## config.mk

```make
export PLATFORM = sky130hd
export DESIGN_NAME = pipe_ctrl_flat
export DESIGN_NICKNAME = d
export VERILOG_FILES = /design/src/rtl/pipe_ctrl_pkg.sv /design/src/rtl/pipe_ctrl_if.sv /design/src/rtl/pipe_ctrl_perf_cnt.sv /design/src/rtl/pipe_ctrl.sv /design/src/flat_wrapper.sv
export SDC_FILE = /design/constraint.sdc
export NUM_CORES = 1
export LEC_CHECK = 0
export ABC_AREA = 0
export CAP_MARGIN = 40
export CORE_ASPECT_RATIO = 1.25
export CORE_UTILIZATION = 39
export CTS_CLUSTER_SIZE = 8
export DETAILED_ROUTE_END_ITERATION = 12
export HOLD_SLACK_MARGIN = 0.15
export PLACE_DENSITY = 0.8
export SYNTH_ARGS = -nofsm -noshare
export SYNTH_HDL_FRONTEND = slang
export SYNTH_SLANG_ARGS = --single-unit
```

## constraint.sdc

```tcl
create_clock -name clk -period 1.7 [get_ports clk]
set_clock_uncertainty 0.05 [all_clocks]
set_input_delay 0.17 -clock clk [delete_from_list [all_inputs] [get_ports clk]]
set_output_delay 0.17 -clock clk [all_outputs]
set_load 0.02 [all_outputs]
```

## src/rtl/pipe_ctrl_pkg.sv

```systemverilog
// pipe_ctrl_pkg: shared types and constants for the pipeline control unit.
//   stall_cause_e - which hazard (if any) holds the front of the pipeline
//   IF..WB        - default stage indices of the 5-stage core
//   PERF_*        - optional performance-counter bank size and slot indices
//   freeze_index  - highest register index held for a given stall cause
package pipe_ctrl_pkg;

    typedef enum logic [1:0] {
        STALL_NONE,
        STALL_IMEM,
        STALL_LOADUSE,
        STALL_DMEM
    } stall_cause_e;

    localparam int IF  = 0;
    localparam int ID  = 1;
    localparam int EX  = 2;
    localparam int MEM = 3;
    localparam int WB  = 4;

    localparam int PERF_NUM           = 6;
    localparam int PERF_CYCLE         = 0;
    localparam int PERF_RETIRED       = 1;
    localparam int PERF_STALL_IMEM    = 2;
    localparam int PERF_STALL_LOADUSE = 3;
    localparam int PERF_STALL_DMEM    = 4;
    localparam int PERF_REDIRECT      = 5;

    // Registers 1..freeze_index hold; the one above it receives a bubble.
    function automatic int unsigned freeze_index(stall_cause_e cause,
                                                 int unsigned  haz_stage,
                                                 int unsigned  mem_stage);
        case (cause)
            STALL_DMEM:    return mem_stage;
            STALL_LOADUSE: return haz_stage;
            default:       return 0;
        endcase
    endfunction

endpackage

```

## src/rtl/pipe_ctrl_if.sv

```systemverilog
// pipe_ctrl_if: control bundle between the core datapath/hazard unit and
// pipe_ctrl.
//   master modport - datapath side: drives status, consumes enables
//   slave modport  - pipe_ctrl side
// Signals:
//   imem_ready_i, dmem_busy_i, load_use_i, redirect_i   status into pipe_ctrl
//   pc_en_o, pc_sel_redirect_o                           PC control
//   stage_valid_o/stage_en_o/stage_flush_o [NUM_STAGES]  per-register control
//   retire_o, mem_timeout_o                              commit / sticky error
interface pipe_ctrl_if #(
    parameter int NUM_STAGES = 5
);
    logic                  imem_ready_i;
    logic                  dmem_busy_i;
    logic                  load_use_i;
    logic                  redirect_i;
    logic                  pc_en_o;
    logic                  pc_sel_redirect_o;
    logic [NUM_STAGES-1:0] stage_valid_o;
    logic [NUM_STAGES-1:0] stage_en_o;
    logic [NUM_STAGES-1:0] stage_flush_o;
    logic                  retire_o;
    logic                  mem_timeout_o;

    modport master (
        output imem_ready_i, dmem_busy_i, load_use_i, redirect_i,
        input  pc_en_o, pc_sel_redirect_o, stage_valid_o, stage_en_o,
               stage_flush_o, retire_o, mem_timeout_o
    );

    modport slave (
        input  imem_ready_i, dmem_busy_i, load_use_i, redirect_i,
        output pc_en_o, pc_sel_redirect_o, stage_valid_o, stage_en_o,
               stage_flush_o, retire_o, mem_timeout_o
    );
endinterface

```

## src/rtl/pipe_ctrl_perf_cnt.sv

```systemverilog
// pipe_perf_cnt: bank of 32-bit wrapping event counters for pipe_ctrl.
// Present only when PIPE_CTRL_PERF_CNT_EN is defined.
// Ports:
//   clk, rst_n   clock / asynchronous active-low reset (only clear source)
//   retire_i     instruction committed this cycle
//   redirect_i   honoured redirect this cycle
//   cause_i      effective stall cause this cycle
//   cnt_o        counters, indexed by PERF_* slots
`ifdef PIPE_CTRL_PERF_CNT_EN
module pipe_perf_cnt
    import pipe_ctrl_pkg::*;
(
    input  logic         clk,
    input  logic         rst_n,
    input  logic         retire_i,
    input  logic         redirect_i,
    input  stall_cause_e cause_i,
    output logic [31:0]  cnt_o [PERF_NUM]
);
    logic [PERF_NUM-1:0] inc;

    always_comb begin
        inc                     = '0;
        inc[PERF_CYCLE]         = 1'b1;
        inc[PERF_RETIRED]       = retire_i;
        inc[PERF_STALL_IMEM]    = (cause_i == STALL_IMEM);
        inc[PERF_STALL_LOADUSE] = (cause_i == STALL_LOADUSE);
        inc[PERF_STALL_DMEM]    = (cause_i == STALL_DMEM);
        inc[PERF_REDIRECT]      = redirect_i;
    end

    always_ff @(posedge clk or negedge rst_n) begin
        if (!rst_n) begin
            for (int unsigned i = 0; i < PERF_NUM; i++) cnt_o[i] <= '0;
        end else begin
            for (int unsigned i = 0; i < PERF_NUM; i++) begin
                if (inc[i]) cnt_o[i] <= cnt_o[i] + 32'd1;
            end
        end
    end
endmodule
`endif

```

## src/rtl/pipe_ctrl.sv

```systemverilog
// pipe_ctrl: pipeline control unit for the in-order RISC-V core. Tracks
// per-register valid bits and generates load enables, flushes and bubbles
// for imem/dmem wait states, load-use hazards and branch redirects.
// Ports:
//   clk, rst_n  core clock / asynchronous active-low reset
//   ctrl        pipe_ctrl_if.slave control bundle
//   perf_cnt_o  [PERF_NUM][32] event counters (PIPE_CTRL_PERF_CNT_EN only)
// Optional feature macro: PIPE_CTRL_PERF_CNT_EN
// Parameter constraints: 4 <= NUM_STAGES <= 8,
//   HAZ_STAGE < REDIRECT_STAGE < MEM_STAGE <= NUM_STAGES-2 (last stage never
//   stalls). MEM_TIMEOUT = 0 disables the dmem timeout.
module pipe_ctrl
    import pipe_ctrl_pkg::*;
#(
    parameter int NUM_STAGES     = WB + 1,
    parameter int HAZ_STAGE      = ID,
    parameter int REDIRECT_STAGE = EX,
    parameter int MEM_STAGE      = MEM,
    parameter int MEM_TIMEOUT    = 255
) (
    input  logic        clk,
    input  logic        rst_n,
    pipe_ctrl_if.slave  ctrl
`ifdef PIPE_CTRL_PERF_CNT_EN
    ,
    output logic [31:0] perf_cnt_o [PERF_NUM]
`endif
);
    localparam int unsigned HAZ_U   = HAZ_STAGE;
    localparam int unsigned RED_U   = REDIRECT_STAGE;
    localparam int unsigned MEM_U   = MEM_STAGE;
    localparam int          CNT_W   = (MEM_TIMEOUT < 2) ? 1 : $clog2(MEM_TIMEOUT + 1);
    localparam logic [CNT_W-1:0] TO_MAX = CNT_W'(MEM_TIMEOUT);

    logic [NUM_STAGES-1:0] valid_q, valid_d;
    logic [NUM_STAGES-1:0] en, flush;
    logic                  fetch_on;
    logic                  stall_dmem, stall_lu, stall_imem, redir_take;
    logic                  pc_en, pc_sel;
    stall_cause_e          cause;
    int unsigned           frz;
    logic [CNT_W-1:0]      to_cnt_q;
    logic                  to_flag_q;

    // Stall priority: dmem > load-use > imem. An honoured redirect suppresses
    // load-use/imem stalls since the instructions involved are being flushed.
    always_comb begin
        fetch_on   = valid_q[0];
        stall_dmem = fetch_on & valid_q[MEM_STAGE] & ctrl.dmem_busy_i;
        stall_lu   = fetch_on & valid_q[HAZ_STAGE] & ctrl.load_use_i & ~stall_dmem;
        stall_imem = fetch_on & ~ctrl.imem_ready_i & ~stall_dmem & ~stall_lu;
        redir_take = fetch_on & ctrl.redirect_i & ~stall_dmem;

        cause = STALL_NONE;
        if (stall_dmem) begin
            cause = STALL_DMEM;
        end else if (!redir_take) begin
            if (stall_lu)        cause = STALL_LOADUSE;
            else if (stall_imem) cause = STALL_IMEM;
        end
        frz = freeze_index(cause, HAZ_U, MEM_U);
    end

    always_comb begin
        valid_d = valid_q;
        en      = '0;
        flush   = '0;
        pc_en   = 1'b0;
        pc_sel  = 1'b0;
        if (!fetch_on) begin
            // First cycle after reset: no fetch yet, just switch fetch on.
            valid_d[0] = 1'b1;
        end else begin
            pc_en  = (cause == STALL_NONE);
            pc_sel = redir_take;
            for (int unsigned k = 1; k < NUM_STAGES; k++) begin
                if (redir_take && k <= RED_U) begin
                    en[k]      = 1'b1;
                    flush[k]   = 1'b1;
                    valid_d[k] = 1'b0;
                end else if (cause != STALL_NONE && k <= frz) begin
                    en[k] = 1'b0;
                end else if (cause != STALL_NONE && k == frz + 1) begin
                    en[k]      = 1'b1;
                    flush[k]   = 1'b1;
                    valid_d[k] = 1'b0;
                end else begin
                    en[k]      = 1'b1;
                    valid_d[k] = valid_q[k-1];
                end
            end
        end
    end

    always_ff @(posedge clk or negedge rst_n) begin
        if (!rst_n) valid_q <= '0;
        else        valid_q <= valid_d;
    end

    // Consecutive dmem-stall cycles, saturating at MEM_TIMEOUT; the flag is
    // raised on the edge where the count reaches MEM_TIMEOUT.
    always_ff @(posedge clk or negedge rst_n) begin
        if (!rst_n) begin
            to_cnt_q  <= '0;
            to_flag_q <= 1'b0;
        end else if (stall_dmem) begin
            if (to_cnt_q != TO_MAX) to_cnt_q <= to_cnt_q + 1'b1;
            if (MEM_TIMEOUT != 0 && to_cnt_q == TO_MAX - 1'b1) to_flag_q <= 1'b1;
        end else begin
            to_cnt_q <= '0;
        end
    end

    assign ctrl.pc_en_o           = pc_en;
    assign ctrl.pc_sel_redirect_o = pc_sel;
    assign ctrl.stage_valid_o     = valid_q;
    assign ctrl.stage_en_o        = en;
    assign ctrl.stage_flush_o     = flush;
    assign ctrl.retire_o          = valid_q[NUM_STAGES-1];
    assign ctrl.mem_timeout_o     = to_flag_q;

`ifdef PIPE_CTRL_PERF_CNT_EN
    pipe_perf_cnt u_perf (
        .clk        (clk),
        .rst_n      (rst_n),
        .retire_i   (valid_q[NUM_STAGES-1]),
        .redirect_i (redir_take),
        .cause_i    (cause),
        .cnt_o      (perf_cnt_o)
    );
`endif

endmodule

```

## src/flat_wrapper.sv

```systemverilog
// flat-port wrapper written by rule: the top's interface ports become plain ports
module pipe_ctrl_flat import pipe_ctrl_pkg::*;
#(
    parameter int NUM_STAGES     = WB + 1,
    parameter int HAZ_STAGE      = ID,
    parameter int REDIRECT_STAGE = EX,
    parameter int MEM_STAGE      = MEM,
    parameter int MEM_TIMEOUT    = 255
)
  (clk, rst_n, ctrl_imem_ready_i, ctrl_dmem_busy_i, ctrl_load_use_i, ctrl_redirect_i, ctrl_pc_en_o, ctrl_pc_sel_redirect_o, ctrl_stage_valid_o, ctrl_stage_en_o, ctrl_stage_flush_o, ctrl_retire_o, ctrl_mem_timeout_o);
  pipe_ctrl_if #(.NUM_STAGES(NUM_STAGES)) ctrl_i ();
  input  logic clk;
  input  logic rst_n;
  input wire logic [$bits(ctrl_i.imem_ready_i)-1:0] ctrl_imem_ready_i;
  input wire logic [$bits(ctrl_i.dmem_busy_i)-1:0] ctrl_dmem_busy_i;
  input wire logic [$bits(ctrl_i.load_use_i)-1:0] ctrl_load_use_i;
  input wire logic [$bits(ctrl_i.redirect_i)-1:0] ctrl_redirect_i;
  output wire logic [$bits(ctrl_i.pc_en_o)-1:0] ctrl_pc_en_o;
  output wire logic [$bits(ctrl_i.pc_sel_redirect_o)-1:0] ctrl_pc_sel_redirect_o;
  output wire logic [$bits(ctrl_i.stage_valid_o)-1:0] ctrl_stage_valid_o;
  output wire logic [$bits(ctrl_i.stage_en_o)-1:0] ctrl_stage_en_o;
  output wire logic [$bits(ctrl_i.stage_flush_o)-1:0] ctrl_stage_flush_o;
  output wire logic [$bits(ctrl_i.retire_o)-1:0] ctrl_retire_o;
  output wire logic [$bits(ctrl_i.mem_timeout_o)-1:0] ctrl_mem_timeout_o;
  assign ctrl_i.imem_ready_i = ctrl_imem_ready_i;
  assign ctrl_i.dmem_busy_i = ctrl_dmem_busy_i;
  assign ctrl_i.load_use_i = ctrl_load_use_i;
  assign ctrl_i.redirect_i = ctrl_redirect_i;
  assign ctrl_pc_en_o = ctrl_i.pc_en_o;
  assign ctrl_pc_sel_redirect_o = ctrl_i.pc_sel_redirect_o;
  assign ctrl_stage_valid_o = ctrl_i.stage_valid_o;
  assign ctrl_stage_en_o = ctrl_i.stage_en_o;
  assign ctrl_stage_flush_o = ctrl_i.stage_flush_o;
  assign ctrl_retire_o = ctrl_i.retire_o;
  assign ctrl_mem_timeout_o = ctrl_i.mem_timeout_o;
  pipe_ctrl #(.NUM_STAGES(NUM_STAGES), .HAZ_STAGE(HAZ_STAGE), .REDIRECT_STAGE(REDIRECT_STAGE), .MEM_STAGE(MEM_STAGE), .MEM_TIMEOUT(MEM_TIMEOUT)) u_core (.clk(clk), .rst_n(rst_n), .ctrl(ctrl_i));
endmodule
```

# [Word-level counts from Yosys, hierarchy flattened]
# Cells that the tools add are included.
# Widths: inputs -> output; s select.
[totals] wordCells=89 reg_bits=14 romBits=0 output_inout_bits=19 n_memories=0 latchBits=0 ramBits=0 inputBits=6
[classes] muxes=35 div_mod_pow=0 n_mul=0 bitwise=15 n_eq_ne=11 reduce_logical=15 addsub=2 shift=0 magnitude_cmp=4
[op_table] cell="$eq 2x32->1 const A" count=2
[op_table] cell="$eq 1x32->1 const A" count=1
[op_table] cell="$eq 3x32->1 const A" count=1
[op_table] cell="$mux 1" count=27
[op_table] cell="$mux 8" count=2
[op_table] cell="$and 1x1->1" count=10
[op_table] cell="$reduce_and 2->1" count=5
[op_table] cell="$add 8x1->8 const B" count=1
[op_table] cell="$eq 8x8->1 const B" count=1
[op_table] cell="$logic_and 1x1->1" count=8
[op_table] cell="$mux 4" count=2
[op_table] cell="$ne 8x8->1 const B" count=1
[op_table] cell="$mux 2" count=3
[op_table] cell="$not 1->1" count=5
[op_table] cell="$eq 2x2->1 const B" count=2
[op_table] cell="$le 2x2->1 const A" count=2
[op_table] cell="$ne 2x1->1 const B" count=2
[op_table] cell="$pmux 2 s2" count=1
[op_table] cell="$add 2x1->3 const B" count=1
[op_table] cell="$le 3x2->1 const A" count=1
[op_table] cell="$le 1x2->1 const A" count=1
[op_table] cell="$logic_not 2->1" count=1
[op_table] cell="$ne 2x2->1 const B" count=1
[op_table] cell="$reduce_bool 2->1" count=1

# [Depth between registers and ports, before layout]
# Gate-level depths: netlist of run 1.
[logic_depth] word_depth=19 mapped_depth=5 depth_no_buf=4

# [Least setup slack after synthesis of run 1]
# Ideal clock, no wire load.
[synth_timing] kind="register to output" start="reg u_core.valid_q[0] (netlist: u_core.ctrl.stage_valid_o[0])" end="out ctrl_stage_en_o[1]" setup_slack_ns=0.222 n_path_buf=1 t_required_ns=1.480 t_arrival_ns=1.258 path_stages_with_launch=4 path_cell_list="dfrtp_1 > a21bo_1 > buf_6 > a31oi_1"
[synth_between] elab_chain_cells=17 word_cells_on_any_way=25 classes_between="order compare: 1; eq/ne: 2; mux: 8; bitwise: 12; reduce/logical: 2"
[synth_lines] item="from (decl)" line="pipe_ctrl.sv:35" text="logic [NUM_STAGES-1:0] valid_q, valid_d;"
[synth_lines] item="from (signal assigned)" line="pipe_ctrl.sv:97" text="else valid_q <= valid_d;"
[synth_lines] item="$and 1x1->1 (2 in a row)" line="pipe_ctrl.sv:49" text="stall_dmem = fetch_on & valid_q[MEM_STAGE] & ctrl.dmem_busy_i;"
[synth_lines] item="$not 1->1" line="pipe_ctrl.sv:50, pipe_ctrl.sv:51, pipe_ctrl.sv:52"
[synth_lines] item="$and 1x1->1" line="pipe_ctrl.sv:50" text="stall_lu = fetch_on & valid_q[HAZ_STAGE] & ctrl.load_use_i & ~stall_dmem;"
[synth_lines] item="$not 1->1" line="pipe_ctrl.sv:51" text="stall_imem = fetch_on & ~ctrl.imem_ready_i & ~stall_dmem & ~stall_lu;"
[synth_lines] item="$and 1x1->1" line="pipe_ctrl.sv:51"
[synth_lines] item="$mux 1" line="pipe_ctrl.sv:59" text="else if (stall_imem) cause = STALL_IMEM;"
[synth_lines] item="$mux 2" line="pipe_ctrl.sv:58" text="if (stall_lu) cause = STALL_LOADUSE;"
[synth_lines] item="$mux 2" line="pipe_ctrl.sv:57" text="end else if (!redir_take) begin"
[synth_lines] item="$mux 2" line="pipe_ctrl.sv:55" text="if (stall_dmem) begin"
[synth_lines] item="$eq 2x2->1" line="pipe_ctrl_pkg.sv:33" text="case (cause)"
[synth_lines] item="$pmux 2 s2" line="pipe_ctrl_pkg.sv:33"
[synth_lines] item="$le 1x2->1" line="pipe_ctrl.sv:81" text="end else if (cause != STALL_NONE && k <= frz) begin"
[synth_lines] item="$logic_and 1x1->1" line="pipe_ctrl.sv:81"
[synth_lines] item="$mux 1" line="pipe_ctrl.sv:81"
[synth_lines] item="$mux 1" line="pipe_ctrl.sv:77" text="if (redir_take && k <= RED_U) begin"
[synth_lines] item="$mux 4 (*)" line="pipe_ctrl.sv:70" text="if (!fetch_on) begin"
[synth_lines] item="to (decl)" line="flat_wrapper.sv:21" text="output wire logic [$bits(ctrl_i.stage_en_o)-1:0] ctrl_stage_en_o;"
# Every way passes the cells marked *; elsewhere a longest branch is shown, timed or not.

# [Final worst setup path of run 1]
[layout_timing] start="reg u_core.valid_q[0] (netlist: u_core.ctrl.stage_valid_o[0])" end="out ctrl_stage_en_o[3]"
[layout_between] elab_chain_cells=16 word_cells_on_any_way=24 classes_between="order compare: 1; eq/ne: 2; mux: 7; bitwise: 12; reduce/logical: 2"
[layout_lines] item="$and 1x1->1 (2 in a row)" line="pipe_ctrl.sv:49"
[layout_lines] item="$not 1->1" line="pipe_ctrl.sv:50, pipe_ctrl.sv:51, pipe_ctrl.sv:52"
[layout_lines] item="$and 1x1->1" line="pipe_ctrl.sv:50"
[layout_lines] item="$not 1->1" line="pipe_ctrl.sv:51"
[layout_lines] item="$and 1x1->1" line="pipe_ctrl.sv:51"
[layout_lines] item="$mux 1" line="pipe_ctrl.sv:59"
[layout_lines] item="$mux 2" line="pipe_ctrl.sv:58"
[layout_lines] item="$mux 2" line="pipe_ctrl.sv:57"
[layout_lines] item="$mux 2" line="pipe_ctrl.sv:55"
[layout_lines] item="$eq 2x2->1" line="pipe_ctrl_pkg.sv:33"
[layout_lines] item="$pmux 2 s2" line="pipe_ctrl_pkg.sv:33"
[layout_lines] item="$le 2x2->1" line="pipe_ctrl.sv:81"
[layout_lines] item="$logic_and 1x1->1" line="pipe_ctrl.sv:81"
[layout_lines] item="$mux 1" line="pipe_ctrl.sv:81"
[layout_lines] item="$mux 4 (*)" line="pipe_ctrl.sv:70"
# Marks and branches as above.

==> metrics.yaml, run 1 <==
status:
  status: "finished clean"
routing:
  drc: 0
  avgViaCountPerCell: 5.47
  routedWlPerCell_um: 12.4
  ant_nets: 0
  drt_iter0_drc: 10
  num_vias: 733
  dr.pass1.iters: 4
  drt_wl_total_um: 1660
floorplanning:
  dieArea_um2: 2270
  die_h_um: 53.0
  coreArea_um2: 1960
  ios: 25
  row_count: 18
  start_util: 0.414
  dieWidth_um: 42.8
global_routing:
  grt_max_degree: 15
  track_usage: 0.169
  grt_pass1_vias: 644
  antenna_found_initial: 0
  grt_pass1_wl_um: 2770
  grt_remaining_overflow: 0
layout:
  areaGrowthSynthToFinish_pct: 33.1
  final-seq-area_um2: 350
  finalNonFillerCells: 134
  fillCellCount: 175
  fin_util: 0.552
  multi_input_area_um2: 378
  antenna-diode-count: 0
  fin_nets: 123
  drive_above_1_share: 0.246
clock_tree:
  cts_resized: 8
  postCtsSetupRepairBufs: 0
  clk_path_buf_depth: 2
  clkTransAtPathRegs_ns: 0.08
  clkLatencyLatePin_ns: 0.29
  h-tree-depth: 1
  cts_root_buf: "clkbuf_4"
  cts_tree: "done"
  numCtsBuffers: 3
  cts.sinks: 14
  cts-hold-fix-buffers: 0
logic_synthesis:
  synth-main-ff-cell: "dfrtp_1"
  synthDistinctLibCells: 33
  syn-cell-area_um2: 812
  synth.ff_latch_count: 14
  synth_edf_count: 0
  syn_inst: 84
  yosysSeqAreaShare: 0.431
  yosys_warnings: 0
  syn_area_per_cell_um2: 9.67
  synthArstFlopShare: 1.00
critical_path:
  rr_startpoint: "u_core.to_cnt_q[0]$_DFFE_PN0P_"
  reg2reg_depth: 4
  cp-start-kind: "register"
  reg2reg_slack_ns: 0.23
  r2r_end: "u_core.to_cnt_q[6]$_DFFE_PN0P_"
  crit_type: "reg -> out"
  worstPathMaxFanout: 7
  arrival_ns: 1.37
  crit_path_end_kind: "output port"
  required_ns: 1.48
timing:
  rsz0062_at_grt: "no"
  fin_crit_ns: 1.59
  relSlewSlack: 0.593
  fmaxAchievable_mhz: 629
  drv_slew: 0
  worst_slack_ns: 0.111
  setup_viol: 0
  fin_crit_sh: 0.935
  hold_viol_final: 0
  worst_slew_pin_slew_ns: 0.609
placement:
  portBuffers: 21
  dp_slack_ns: -0.170
  dp_cells: 130
  place.gp.congestion: 0.797
  detailed_place_hpwl_um: 1290
pwr:
  p_per_area_nw_per_um2: 702
  pwr-share-comb: 0.216
  clkPwrFrac: 0.320
  netSwitchingPower_uw: 212
  ir_drop_mv: 0.498
  pwr-share-seq: 0.464
  p_leak_uw: 0.000503
  switching_share: 0.280
  internal_power_uw: 547
hold_path:
  hp-class: "in -> async"
run:
  maxCapViolCount: 0
power groups by stage:
stage / combinational [uW] / clock, uW / sequential (uW)
final: 164 / 243 / 352
after global routing: 180 / 257 / 354
after CTS: 168 / 241 / 352
after detailed placement: 178 / 0 / 359
after global placement: 175 / 0 / 359
after floorplan: 79.8 / 0 / 373
placed cells by master, fill, tap and decap left out, types with 2 or more instances in the layout:
| master | count |
|---|---|
| a211oi_1 | 2 |
| a21oi_1 | 6 |
| a31oi_1 | 2 |
| buf_4 | 10 |
| clkbuf_2 | 5 |
| clkbuf_4 | 3 |
| clkdlybuf4s50_1 | 13 |
| conb_1 | 4 |
| dfrtp_1 | 14 |
| dlygate4sd2_1 | 3 |
| ha_1 | 2 |
| inv_1 | 7 |
| nand2_1 | 8 |
| nand3_2 | 2 |
| nor2_1 | 6 |
| nor3_1 | 4 |
| o21ai_0 | 2 |
| o41ai_1 | 2 |
registers in the layout (all words and copies together) (netlist names):
signal / cells
u_core.to_cnt_q: 8
u_core.ctrl.stage_valid_o: 5
u_core.ctrl.mem_timeout_o: 1
worst max path at each step:
stage                                             startpoint                  to  cells after the start
global placement                            ctrl_dmem_busy_i  ctrl_stage_en_o[1]                      4
CTS                 u_core.ctrl.stage_valid_o[3]$_DFFE_PN0P_  ctrl_stage_en_o[1]                      3
detailed placement                          ctrl_dmem_busy_i  ctrl_stage_en_o[1]                      4
global route          u_core.ctrl.stage_valid_o[0]$_DFF_PN0_  ctrl_stage_en_o[2]                      3
floorplan             u_core.ctrl.stage_valid_o[0]$_DFF_PN0_  ctrl_stage_en_o[1]                      3
finish                u_core.ctrl.stage_valid_o[0]$_DFF_PN0_  ctrl_stage_en_o[3]                      3
synth_stat cells, types with 2 or more instances:
library cell | n | area, um^2
a211oi_1 | 2 | 15.0
a21oi_1 | 6 | 30.0
a31oi_1 | 2 | 12.5
buf_4 | 6 | 45.0
conb_1 | 2 | 7.51
dfrtp_1 | 14 | 350
ha_1 | 2 | 25.0
inv_1 | 7 | 26.3
nand2_1 | 8 | 30.0
nand3_2 | 2 | 20.0
nor2_1 | 6 | 22.5
nor3_1 | 4 | 20.0
o21ai_0 | 2 | 10.0
o41ai_1 | 2 | 17.5
worst max-delay path, stage by stage, from the launching register on:
cell and delay [ns]:
dfrtp_1 0.38, a21bo_1 0.34, inv_6 0.04, dlygate4sd2_1 0.31
per-stage QoR:
stage | hold slack (ns) | setup TNS [ns] | power, uW | instance area, um^2
2_1_floorplan | -0.176 | 0 | 453 | 820
3_3_place_gp | 0.399 | -0.786 | 534 | 1070
3_5_place_dp | 0.419 | -0.902 | 537 | 1070
4_1_cts | 0.233 | 0 | 761 | 1100
5_1_grt | 0.272 | 0 | 791 | 1080
6_report | 0.208 | 0 | 759 | 1080
cell type report:
type	instances	area share
clock buffer	4	0.0336
inverter	8	0.0324
multi-input combinational	57	0.350
sequential	14	0.324
tap	20	0.0231
timing repair buffer	31	0.237
cells by family after synthesis:
| logic type | count (synthesis) | synth area share |
|---|---|---|
| and+or+nand+nor | 28 | 0.197 |
| AOI/OAI and AO/OA | 23 | 0.219 |
| buffers and inverters | 15 | 0.112 |
| DFF | 14 | 0.431 |
| adders and majority gates | 2 | 0.0308 |
| other | 2 | 0.00925 |
routing by layer:
layer  vias up  wire, um  GRT usage
li1        355         -          -
met1       338       677      0.197
met2        35       804      0.285
met3         5       126     0.0375
met4         0        47     0.0938
met5         -         0          0
No activity file was read; power rests on OpenSTA's default activity.
==> inputs of run 2 (changes only) <==
==> constraint.sdc (replaced) <==
create_clock -name clk -period 1.54 [get_ports clk]
set_clock_uncertainty 0.05 [all_clocks]
set_input_delay 0.154 -clock clk [delete_from_list [all_inputs] [get_ports clk]]
set_output_delay 0.154 -clock clk [all_outputs]
set_load 0.02 [all_outputs]
==> run 2 against run 1 <==
Against the previous run: non-clock buffer count grew 3; sequential share of layout area down 0.91 points; global-route usage increased by 0.33 points; first-iteration DRC count did not move; critical path type unchanged; design area increased by 2.9%; count of clock-buffer cells in the layout unchanged; register-to-register slack lost 0.07 ns; die area unchanged; worst setup slack got worse by 0.055 ns; combinational power rose by 12%; wire length decreased by 1.1%.
==> metrics.yaml, run 2 (synthesis results as in run 1) <==
run:
  maxCapViolCount: 0  # unchanged
pwr:
  p_per_area_nw_per_um2: 754  # +7.4%
  switching_share: 0.279  # -0.000622
  p_leak_uw: 0.000548  # +9.1%
  pwr-share-comb: 0.218  # +0.002
  netSwitchingPower_uw: 234  # +10%
  clkPwrFrac: 0.318  # -0.002
  ir_drop_mv: 0.597  # +20%
  internal_power_uw: 605  # +11%
  pwr-share-seq: 0.463  # about the same
global_routing:
  grt_remaining_overflow: 0  # unchanged
  grt_pass1_vias: 676  # +5.0%
  antenna_found_initial: 0  # unchanged
  grt_max_degree: 15  # unchanged
  grt_pass1_wl_um: 2900  # +4.7%
  track_usage: 0.172  # +0.00325
routing:
  drt_wl_total_um: 1640  # -1.1%
  drt_iter0_drc: 10  # unchanged
  ant_nets: 0  # unchanged
  routedWlPerCell_um: 11.9  # -3.3%
  num_vias: 731  # -0.27%
  avgViaCountPerCell: 5.34  # -2.5%
  dr.pass1.iters: 4  # unchanged
  drc: 0  # unchanged
layout:
  areaGrowthSynthToFinish_pct: 37.0
  antenna-diode-count: 0  # unchanged
  regMostFlops: "u_core.to_cnt_q"
  fin_nets: 126  # +2.4%
  final_cell_mix: "dfrtp_1, buf_4, nand2_1, clkdlybuf4s50_1, inv_1"
  final-seq-area_um2: 350  # unchanged
  largest_reg_flops: 8  # unchanged
  multi_input_area_um2: 384  # +1.7%
  drive_above_1_share: 0.274  # +0.0279
  final_common_cell: "dfrtp_1"
  fillCellCount: 166  # -5.1%
critical_path:
  rr_startpoint: "u_core.to_cnt_q[1]$_DFFE_PN0P_"
  worstPathMaxFanout: 7  # unchanged
  arrival_ns: 1.28  # -0.09 ns
  crit_type: "reg -> out"
  reg2reg_depth: 4  # unchanged
  reg2reg_slack_ns: 0.16  # -0.07 ns
  r2r_end: "u_core.to_cnt_q[6]$_DFFE_PN0P_"
  crit_path_end_kind: "output port"
  cp-start-kind: "register"
  required_ns: 1.34  # -0.14 ns
hold_path:
  hp-class: "reg -> reg"
  whs_path_depth: 1
  hold_path_end: "u_core.ctrl.mem_timeout_o$_DFFE_PN0P_"
  min-delay-start: "u_core.ctrl.mem_timeout_o$_DFFE_PN0P_"
timing:
  fin_crit_ns: 1.48
  rsz0062_at_grt: "no"
  setup_viol: 0  # unchanged
  fmaxAchievable_mhz: 674
  fin_crit_sh: 0.964
  drv_slew: 0  # unchanged
  hold_ws_ns: 0.438  # +0.230 ns
  hold_viol_final: 0  # unchanged
  worst_slack_ns: 0.0557  # -0.0552 ns
floorplanning:
  dieArea_um2: 2270  # unchanged
  ios: 25  # unchanged
  start_util: 0.414  # unchanged
  row_count: 18  # unchanged
  die_h_um: 53.0  # unchanged
  coreArea_um2: 1960  # unchanged
  dieWidth_um: 42.8  # unchanged
placement:
  dp_slack_ns: -0.310  # -0.140 ns
  detailed_place_hpwl_um: 1280  # -0.94%
  place.gp.congestion: 0.778  # -2.3%
  portBuffers: 21  # unchanged
clock_tree:
  clkTransAtPathRegs_ns: 0.08  # about the same
  h-tree-depth: 1  # unchanged
  clk_path_buf_depth: 2  # unchanged
  numCtsBuffers: 3  # unchanged
  cts.sinks: 14  # unchanged
  cts_root_buf: "clkbuf_4"
  clkLatencyLatePin_ns: 0.29  # about the same
  cts_tree: "done"
status:
  status: "finished clean"
-- run 2: cell count changes in the layout (fill, tap and decap cells not counted), sizes merged --
cell,delta
dlygate4sd3,+1
clkbuf,-3
dlymetal6s2s,+2
clkdlybuf4s50,-5
buf,+6
clkdlybuf4s15,+2
-- run 2: routing by layer --
layer / routed length [um] / global-route usage / up-vias
li1: - / - / 362
met1: 743 / 0.210 / 337
met2: 746 / 0.283 / 27
met3: 96 / 0.0239 / 5
met4: 51 / 0.109 / 0
met5: 0 / 0 / -
-- run 2: layout make-up --
class	count	share of cell area
clock buffers	4	0.0326
inverters	8	0.0315
multi-input cells	57	0.345
flip-flops and latches	14	0.315
well taps	20	0.0225
repair buffers	34	0.253
-- run 2: how the worst max path moves through the flow --
| stage | from | to | slack (ns) | depth (start not counted) |
|---|---|---|---|---|
| final | u_core.ctrl.stage_valid_o[3]$_DFFE_PN0P_ | ctrl_stage_en_o[3] | 0.06 | 3 |
| after global routing | u_core.to_cnt_q[0]$_DFFE_PN0P_ | u_core.to_cnt_q[6]$_DFFE_PN0P_ | 0.006 | 4 |
| after CTS | u_core.ctrl.stage_valid_o[3]$_DFFE_PN0P_ | ctrl_stage_en_o[1] | -0.06 | 3 |
| after detailed placement | ctrl_dmem_busy_i | ctrl_stage_en_o[1] | -0.31 | 4 |
| after global placement | ctrl_dmem_busy_i | ctrl_stage_en_o[1] | -0.29 | 4 |
| after floorplan | u_core.ctrl.stage_valid_o[0]$_DFF_PN0_ | ctrl_stage_en_o[1] | 0.08 | 3 |
-- run 2: power groups by stage --
| stage | registers (uW) | clock network (uW) | logic, uW |
|---|---|---|---|
| 2_1_floorplan | 412 | 0 | 88.1 |
| 3_3_place_gp | 396 | 0 | 195 |
| 3_5_place_dp | 396 | 0 | 198 |
| 4_1_cts | 389 | 275 | 190 |
| 5_1_grt | 391 | 282 | 200 |
| 6_report | 389 | 267 | 183 |
-- run 2: timing repair --
action	4_1_cts	5_1_grt
setup buffers	0	0
setup endpoints to repair	11	8
resized for setup	24	10
hold buffers	1	0
hold endpoints to repair	14	0
-- run 2: through the flow --
stage / TNS [ns] / util / area (um^2) / total power (uW) / cells
after detailed placement: -2.03 / 0.556 / 1090 / 595 / 132
after CTS: -0.0647 / 0.575 / 1130 / 854 / 137
final: 0 / 0.568 / 1110 / 839 / 137
after floorplan: 0 / - / 820 / 500 / 86
after global placement: -1.80 / 0.556 / 1090 / 591 / 132
after global routing: 0 / 0.568 / 1110 / 874 / 137
-- run 2: worst max-delay path, stage by stage, from the launching register on --
cell and delay, ns:
dfrtp_1 0.39, a21bo_4 0.26, inv_6 0.06, clkdlybuf4s15_1 0.29
